$ cat config.mk
export PLATFORM = sky130hd
export DESIGN_NAME = main_fsm_controller
export DESIGN_NICKNAME = d
export VERILOG_FILES = /design/src/rtl/main_fsm_controller.sv
export SDC_FILE = /design/constraint.sdc
export NUM_CORES = 1
export LEC_CHECK = 0
export BUFFER_PORTS_ARGS = -buffer_cell sky130_fd_sc_hd__buf_4
export CORE_AREA = 3 3 40 42
export DETAILED_ROUTE_END_ITERATION = 8
export DIE_AREA = 0 0 43 45
export GPL_TIMING_DRIVEN = 0
export PLACE_DENSITY = 0.72
export SLEW_MARGIN = 10
export SYNTH_ARGS = -nofsm -noshare
export SYNTH_HDL_FRONTEND = slang
export SYNTH_SLANG_ARGS = --single-unit
$ cat constraint.sdc
create_clock -name clk -period 2.1 [get_ports clk]
set_input_delay 0.21 -clock clk [delete_from_list [all_inputs] [get_ports clk]]
set_output_delay 0.21 -clock clk [all_outputs]
set_load 0.02 [all_outputs]
$ cat src/rtl/main_fsm_controller.sv
// rtl/main_fsm_controller.sv - Moore control FSM for a multicycle RV32I datapath
//
// Purpose:
//   Sequences a shared single-ALU, single-memory RV32I multicycle datapath.
//   It drives the per-cycle ALUOp for the ALU decoder, the mux selects, and the
//   write enables for PC, IR, register file and memory.
//
// Configuration macro:
//   ILLEGAL_TRAP_EN
//     Defined:   an unknown opcode parks the FSM in TRAP until rst, with illegal = 1.
//     Undefined: an unknown opcode returns to FETCH, giving a 2-cycle NOP.
//                In this build illegal is tied to 0.
//
// Ports:
//   clk        in   1  sole clock, rising edge
//   rst        in   1  synchronous active-high reset
//   op         in   7  opcode from the instruction register
//   Zero       in   1  ALU zero flag, used only in BEQ
//   PCWrite    out  1  PC load enable
//   AdrSrc     out  1  memory address select (0 PC, 1 Result)
//   MemWrite   out  1  memory write enable
//   IRWrite    out  1  IR / OldPC load enable
//   ResultSrc  out  2  00 ALUOut, 01 Data, 10 ALUResult
//   ALUOp      out  2  00 add, 01 sub, 10 funct-decoded
//   ALUSrcA    out  2  00 PC, 01 OldPC, 10 RD1
//   ALUSrcB    out  2  00 RD2, 01 ImmExt, 10 constant 4
//   ImmSrc     out  2  00 I, 01 S, 10 B, 11 J
//   RegWrite   out  1  register file write enable
//   instr_done out  1  pulse in the final state of each instruction
//   illegal    out  1  illegal-opcode flag
//   state      out  4  current state, for debug

module main_fsm_controller (
  input  logic       clk,
  input  logic       rst,
  input  logic [6:0] op,
  input  logic       Zero,
  output logic       PCWrite,
  output logic       AdrSrc,
  output logic       MemWrite,
  output logic       IRWrite,
  output logic [1:0] ResultSrc,
  output logic [1:0] ALUOp,
  output logic [1:0] ALUSrcA,
  output logic [1:0] ALUSrcB,
  output logic [1:0] ImmSrc,
  output logic       RegWrite,
  output logic       instr_done,
  output logic       illegal,
  output logic [3:0] state
);

  typedef enum logic [3:0] {
    S_FETCH    = 4'd0,
    S_DECODE   = 4'd1,
    S_MEMADR   = 4'd2,
    S_MEMREAD  = 4'd3,
    S_MEMWB    = 4'd4,
    S_MEMWRITE = 4'd5,
    S_EXECUTER = 4'd6,
    S_ALUWB    = 4'd7,
    S_EXECUTEI = 4'd8,
    S_JAL      = 4'd9,
    S_BEQ      = 4'd10,
    S_TRAP     = 4'd11
  } state_t;

  localparam logic [6:0] OP_LW   = 7'b0000011;
  localparam logic [6:0] OP_SW   = 7'b0100011;
  localparam logic [6:0] OP_R    = 7'b0110011;
  localparam logic [6:0] OP_I    = 7'b0010011;
  localparam logic [6:0] OP_JAL  = 7'b1101111;
  localparam logic [6:0] OP_BEQ  = 7'b1100011;

  state_t r_state;
  state_t w_next;

  logic w_pc_update;
  logic w_branch;
  logic w_trap;

  always_ff @(posedge clk) begin
    if (rst) begin
      r_state <= S_FETCH;
    end else begin
      r_state <= w_next;
    end
  end

  always_comb begin
    w_next = S_FETCH;
    case (r_state)
      S_FETCH:  w_next = S_DECODE;
      S_DECODE: begin
        case (op)
          OP_LW, OP_SW: w_next = S_MEMADR;
          OP_R:         w_next = S_EXECUTER;
          OP_I:         w_next = S_EXECUTEI;
          OP_JAL:       w_next = S_JAL;
          OP_BEQ:       w_next = S_BEQ;
`ifdef ILLEGAL_TRAP_EN
          default:      w_next = S_TRAP;
`else
          default:      w_next = S_FETCH;
`endif
        endcase
      end
      // Only the load/store split is re-read after DECODE.
      S_MEMADR:   w_next = (op == OP_LW) ? S_MEMREAD : S_MEMWRITE;
      S_MEMREAD:  w_next = S_MEMWB;
      S_MEMWB:    w_next = S_FETCH;
      S_MEMWRITE: w_next = S_FETCH;
      S_EXECUTER: w_next = S_ALUWB;
      S_EXECUTEI: w_next = S_ALUWB;
      S_JAL:      w_next = S_ALUWB;
      S_ALUWB:    w_next = S_FETCH;
      S_BEQ:      w_next = S_FETCH;
`ifdef ILLEGAL_TRAP_EN
      S_TRAP:     w_next = S_TRAP;
`else
      S_TRAP:     w_next = S_FETCH;
`endif
      default:    w_next = S_FETCH;
    endcase
  end

  always_comb begin
    w_pc_update = 1'b0;
    w_branch    = 1'b0;
    w_trap      = 1'b0;
    AdrSrc      = 1'b0;
    MemWrite    = 1'b0;
    IRWrite     = 1'b0;
    RegWrite    = 1'b0;
    instr_done  = 1'b0;
    ResultSrc   = 2'b00;
    ALUOp       = 2'b00;
    ALUSrcA     = 2'b00;
    ALUSrcB     = 2'b00;
    case (r_state)
      S_FETCH: begin
        IRWrite     = 1'b1;
        w_pc_update = 1'b1;
        ALUSrcB     = 2'b10;
        ResultSrc   = 2'b10;
      end
      S_DECODE: begin
        ALUSrcA = 2'b01;
        ALUSrcB = 2'b01;
      end
      S_MEMADR: begin
        ALUSrcA = 2'b10;
        ALUSrcB = 2'b01;
      end
      S_MEMREAD: begin
        AdrSrc = 1'b1;
      end
      S_MEMWB: begin
        ResultSrc  = 2'b01;
        RegWrite   = 1'b1;
        instr_done = 1'b1;
      end
      S_MEMWRITE: begin
        AdrSrc     = 1'b1;
        MemWrite   = 1'b1;
        instr_done = 1'b1;
      end
      S_EXECUTER: begin
        ALUSrcA = 2'b10;
        ALUOp   = 2'b10;
      end
      S_EXECUTEI: begin
        ALUSrcA = 2'b10;
        ALUSrcB = 2'b01;
        ALUOp   = 2'b10;
      end
      S_JAL: begin
        ALUSrcA     = 2'b01;
        ALUSrcB     = 2'b10;
        w_pc_update = 1'b1;
      end
      S_ALUWB: begin
        RegWrite   = 1'b1;
        instr_done = 1'b1;
      end
      S_BEQ: begin
        ALUSrcA    = 2'b10;
        ALUOp      = 2'b01;
        w_branch   = 1'b1;
        instr_done = 1'b1;
      end
      S_TRAP: begin
        w_trap = 1'b1;
      end
      default: begin
      end
    endcase

    PCWrite = w_pc_update | (w_branch & Zero);

    // During reset, present FETCH selects with every enable held low so that
    // an abandoned instruction can never write anything in the reset cycle.
    if (rst) begin
      PCWrite    = 1'b0;
      AdrSrc     = 1'b0;
      MemWrite   = 1'b0;
      IRWrite    = 1'b0;
      RegWrite   = 1'b0;
      instr_done = 1'b0;
      w_trap     = 1'b0;
      ResultSrc  = 2'b10;
      ALUOp      = 2'b00;
      ALUSrcA    = 2'b00;
      ALUSrcB    = 2'b10;
    end
  end

`ifdef ILLEGAL_TRAP_EN
  assign illegal = w_trap;
`else
  assign illegal = 1'b0;
`endif

  always_comb begin
    ImmSrc = 2'b00;
    case (op)
      OP_SW:   ImmSrc = 2'b01;
      OP_BEQ:  ImmSrc = 2'b10;
      OP_JAL:  ImmSrc = 2'b11;
      default: ImmSrc = 2'b00;
    endcase
  end

  assign state = r_state;

endmodule

==> results.md, run 1 <==
- Hpwl dp: 1150 um
- Setup CP Type: register to primary output
- P_leak: 0.351 nW
- Clock sink count: 4
- Drt via density: 5.42
- Setup TNS: 0 ns
- #FFs+latches synth: 4
- Drc violations: 0
- Final Hold Violating Endpoints: 0
- Die height: 45 um
- EDFF count, synth: 0
- Mapped cell area: 499 um^2
- Minimum clock period: roughly 1.9 ns
- Fin nets: 116
- Clk_skew: 0.00251 ns
- Synth cell types: 34
- Slew Limit Fails: 0
- 1st-iter DRT viols: 5
- Required time of the critical path: 1.89 ns
- Sequential cell area fraction in the yosys report: 16.0%
- Reg2reg path depth: 5
- Pwr/cell area: about 360 nW/um^2
- Core footprint: about 1300 um^2
- Antenna diodes: 0
- Maximum vdd drop: 295 uV
- RSZ-0062 raised after global routing: false
- Max reg flops: 4
- Synth Flop Type: dfxtp_1
- Area growth, synth to finish: 50.9%
- Layout cells sized above 1: between 30 and 40%
- Die area: about 1900 um^2
- I/O Buffers: 28
- First-pass GRT wire length: 2360 um
- Status: completed
- FFs w/ async S/R, synth: 0%
- # Max-Cap Violations: 0
- CTS tree: yes
- Io pins: 31
- Post-CTS Setup Repair Bufs: 0
- Crit path capture: ALUSrcA[1]
- CP Launch Point: state[3]
- Area contributors post-synth: dfxtp_1 16%, nor2_1 9.0%, nor3_1 7.0%
- Setup slack, reg-to-reg: 0.62 ns
- Arr. time, crit path: between 1.5 and 2 ns
- Routability cong.: approximately 0.80
- Num rows: 13
- Cts hold-fix bufs: 0
- Initial Utilization: 38.9%
- Pre-CTS setup slack: 0.404 ns
- RR Endpoint: state[1]
- Synth Warn #: 0
- Grt total ovfl: 0
- Post-synth top area cell: dfxtp_1
- Most common cell after layout, fill and taps aside: buf_4
- Initial antenna violation count: 0
- Total chip power: around 270 uW
- Synth Instances: 73
- Worst Setup Start Kind: register
- Final worst setup slack: a little over 0.2 ns
- Avg WL per Cell: around 12 um
- Num CTS Buffers: 3
- GRT Util Overall: between 10% and 20%
- Worst skew pair latency: 0.24 ns
- CTS H-tree depth: 1
- Root Driver: clkbuf_4
- Final ANT Viol Nets: 0
- Max Buffers Root-to-Sink: 2
- Clock slew at reported path FFs: 0.04 ns
- Syn_nets: 83
- Critical-path maximum fanout: 10
- Final setup fails: 0
- Worst hold-check path type: input pin to register
- Vias in the first global route: 561
- Worst Setup End Kind: primary output
- Most frequent cells in the layout: 29 x buf_4, 12 x nor2_1, 7 x nor3_1
- R2r startpoint: state[2]
- FMAX: 527 MHz
- Fin crit share: 90.3%
- Largest net degree at the start of global routing: 11
- Initial DRT Pass Iterations: 4
- Vias: 645
- Routed Wire Length: 1480 um
- Yosys top cell area share: 16.0%
- Die width: 43 um
- Synth Area per Inst: 6.84 um^2
-- critical path, stage by stage, from the launching register on --
cell and delay [ns]:
dfxtp_1 0.38, buf_1 0.36, nor2_1 0.10, a2111oi_1 0.39, buf_4 0.22
-- worst min path at each step --
stage          from  endpoint  cells past startpoint
4_1_cts         rst  state[0]                      2
3_3_place_gp    rst  state[0]                      2
5_1_grt         rst  state[0]                      2
2_1_floorplan   rst  state[0]                      2
6_report        rst  state[0]                      2
3_5_place_dp    rst  state[0]                      2
-- cells in the mapped netlist (2+ instances only) --
cell type  instances
xor2_1             2
nand2b_1           3
a21oi_1            2
buf_1              2
nor3_1             7
inv_1              2
a31oi_1            2
dfxtp_1            4
nor4_1             2
a21o_1             2
nand3_1            2
nor2_1            12
nand2_1            4
and3_1             2
nor2b_1            4
buf_6              3
-- power by group --
| group | internal (mW) | switching [mW] |
|---|---|---|
| clock | 0.0641 | 0.0340 |
| sequential | 0.0783 | 0.00169 |
| combinational | 0.0428 | 0.0495 |
| total | 0.185 | 0.0852 |
-- area by class of cell --
class	instances	area (um^2)
fill	130	532
clock buffer	3	22.5
tap	15	18.8
timing repair buffer	28	210
buffer	7	53.8
sequential	4	80.1
multi-input combinational	60	360
inverter	2	7.51
-- routing by layer --
metal	vias to the layer above	global-route usage, %	share of wire (%)
li1	322	-	-
met5	-	0	0
met1	290	17.1	42
met2	30	29.3	46
met3	3	4.78	9.9
met4	0	7.23	1.1
-- what timing repair did --
action / CTS / global route
endpoints found under the setup margin: 0 / 1
hold endpoints to repair: 0 / 0
resized for setup: 0 / 1
-- metrics by stage --
stage / hold slack [ns] / instance area, um^2 / util [%] / instances
2_1_floorplan: 0.401 / 500 / - / 73
3_3_place_gp: 0.427 / 729 / 56.8 / 116
3_5_place_dp: 0.431 / 729 / 56.8 / 116
4_1_cts: 0.182 / 752 / 58.5 / 119
5_1_grt: 0.173 / 753 / 58.6 / 119
6_report: 0.184 / 753 / 58.6 / 119
-- kinds of logic (layout without fill, tap and decap cells) --
group | after synthesis | count (layout) | synth area share [%]
AO/OA/AOI/OAI | 13 | 13 | 19.8
XOR/XNOR | 2 | 2 | 3.51
adder cells (fa/ha/maj) | 1 | 1 | 2.01
buffers and inverters | 9 | 40 | 12.0
flip-flops | 4 | 4 | 16.0
other | 1 | 1 | 0.751
AND/OR/NAND/NOR | 43 | 43 | 45.9
No activity file was read; power rests on OpenSTA's default activity.
==> run 2, diff against run 1 <==
- ABC_AREA: default -> 1
- PLACE_DENSITY: 0.72 -> 0.71
==> run 2 against run 1 <==
Compared with the run above:
- total power down 2.2%
- sequential share of layout area up 0.18 points
- cell area down 1.7%
- die area unchanged
- clock-buffer cell count unchanged
- combinational power down 3.8%
- core utilization down 0.97 points
- sequential cell count unchanged
- global-route usage down 1.8 points
- synthesized cell count up 36%
- final cell count up 22%
- critical path type unchanged
==> results.md, run 2 <==
- Status: completed
- #FFs+latches synth: 4
- Most frequent cells in the layout: 29 x buf_4, 28 x nand2_1, 22 x nor2_1
- Synth Flop Type: dfxtp_1
- P_leak: approximately 0.44 nW
- Drc violations: 0
- CTS resizes: 0
- Setup CP Type: register to primary output
- Routed Wire Length: approximately 1300 um
- RSZ-0062 raised after global routing: false
- FMAX: 586 MHz
- Largest net degree at the start of global routing: 11
- Drt via density: 4.86
- 1st-iter DRT viols: 9
- EDFF count, synth: 0
- Fillers: 153
- Vias in the first global route: 589
- Most frequent cell after synthesis: nand2_1
- Critical-path maximum fanout: 4
- First-pass GRT wire length: around 2200 um
- Fin area: 741 um^2
- Worst skew pair latency: 0.23 ns
- Final Hold Violating Endpoints: 0
- Mapped cell area: 489 um^2
- Die area: roughly 1900 um^2
- Area growth, synth to finish: 51.4%
- Final ANT Viol Nets: 0
- Area contributors post-synth: nand2_1 21%, nor2_1 17%, dfxtp_1 16%
- Die height: approximately 45 um
- Avg WL per Cell: around 9.2 um
- Pwr/cell area: 357 nW/um^2
- Sequential cell area fraction in the yosys report: 16.4%
- Clock sink count: 4
- I/O Buffers: 28
- Syn_nets: 109
- Clock slew at reported path FFs: about 0.040 ns
- Yosys top cell area share: 21.5%
- Maximum vdd drop: 271 uV
- Root Driver: clkbuf_4
- Num CTS Buffers: 3
- Worst Setup Start Kind: register
- Final setup fails: 0
- Post-synth top area cell: nand2_1
- Io pins: 31
- Setup TNS: 0 ns
- Hpwl dp: roughly 1100 um
- Fin crit share: between 80 and 90%
- Worst Setup End Kind: primary output
- # Max-Cap Violations: 0
- Initial antenna violation count: 0
- GR peak layer: met2
- Minimum clock period: between 1.5 and 2 ns
- Clk_skew: between 0.003 and 0.004 ns
- Antenna diodes: 0
- Routability cong.: between 0.8 and 0.9
- Layout cells sized above 1: 33.1%
- FFs w/ async S/R, synth: 0%
- CTS H-tree depth: 1
- Num rows: 13
- Core footprint: 1280 um^2
- Post-CTS Setup Repair Bufs: 0
- GR Util met1: 14.9%
- CTS tree: yes
- Placed inst area: 718 um^2
- Initial Utilization: 38.1%
- Met2 Track Usage GR: 28.4%
- GRT Util Overall: 14.2%
- Vias: just over 700
- Cts hold-fix bufs: 0
- Grt total ovfl: 0
- Synth Warn #: 0
- Slew Limit Fails: 0
- Synth Area per Inst: 4.94 um^2
- Max reg flops: 4
- Die width: 43 um
- Arr. time, crit path: around 1.5 ns
- Fin nets: 142
- Most common cell after layout, fill and taps aside: buf_4
- Setup slack, reg-to-reg: around 0.9 ns
- Post-synth top cells: 28 x nand2_1, 22 x nor2_1, 10 x inv_1
- Met3 Use GR: 1.20%
- Synth Instances: 99
- Worst hold-check path type: input pin to register
- Required time of the critical path: 1.89 ns
- Initial DRT Pass Iterations: 4
- Synth cell types: 19
- WHS: 0.283 ns
- Max Buffers Root-to-Sink: 2
run 2: changes by cell type after synthesis, moves of 4 or more:
| cell | delta |
|---|---|
| nor2b_1 | -4 |
| nor2_1 | +10 |
| nor3_1 | -5 |
| nand2_1 | +24 |
| nand3_1 | +5 |
| inv_1 | +8 |
| o21ai_1 | +4 |
| inv_2 | +6 |
run 2: cell type report:
type	count	area, um^2	share of cell area, %
Sequential cell	4	80.1	10.8
Clock buffer	3	22.5	3.04
Buffer	2	12.5	1.69
Timing Repair Buffer	28	210	28.4
Tap cell	15	18.8	2.53
Inverter	17	63.8	8.61
Multi-Input combinational cell	76	333	44.9
run 2: cell families after synthesis:
family	Yosys count	share of synthesized area (%)
DFF	4	16.4
AOI/OAI and AO/OA	10	11.0
and+or+nand+nor	65	56.3
other	1	0.767
buffers and inverters	19	15.6
run 2: critical path: stages, from the launching register on:
cell and delay, ns:
dfxtp_1 0.39, inv_2 0.07, nor2_1 0.22, nand2_1 0.15
inv_2 0.09, a21oi_1 0.05, o21ai_1 0.13, buf_4 0.15
run 2: stage by stage:
stage | power [mW] | worst slack [ns] | utilization [%] | cells
6_report | 0.264 | 0.393 | 57.6 | 145
5_1_grt | 0.279 | 0.354 | 57.6 | 145
4_1_cts | 0.265 | 0.435 | 57.6 | 145
3_5_place_dp | 0.172 | 0.675 | 55.9 | 142
3_3_place_gp | 0.171 | 0.730 | 55.9 | 142
2_1_floorplan | 0.136 | 0.632 | - | 99
run 2: per-layer routing:
metal / wire [um] / vias to the layer above
li1: - / 370
met1: 519 / 289
met2: 632 / 41
met3: 155 / 4
met4: 25 / 0
met5: 0 / -
run 2: path summary, 6_finish.rpt:
check,startpoint,end,cells after the start
worst min register to register,state[0],state[0],5
worst max register to register,state[3],state[1],8
worst min-delay path,rst,state[2],2
worst max-delay path,state[3],ALUSrcA[1],7
run 2: where the power goes:
| group | leakage (nW) | switching (mW) | total, mW | internal (mW) |
|---|---|---|---|---|
| combinational | 0.398 | 0.0513 | 0.0888 | 0.0376 |
| sequential | 0.0326 | 0.00308 | 0.0815 | 0.0784 |
| clock | 0.0138 | 0.0303 | 0.0941 | 0.0639 |
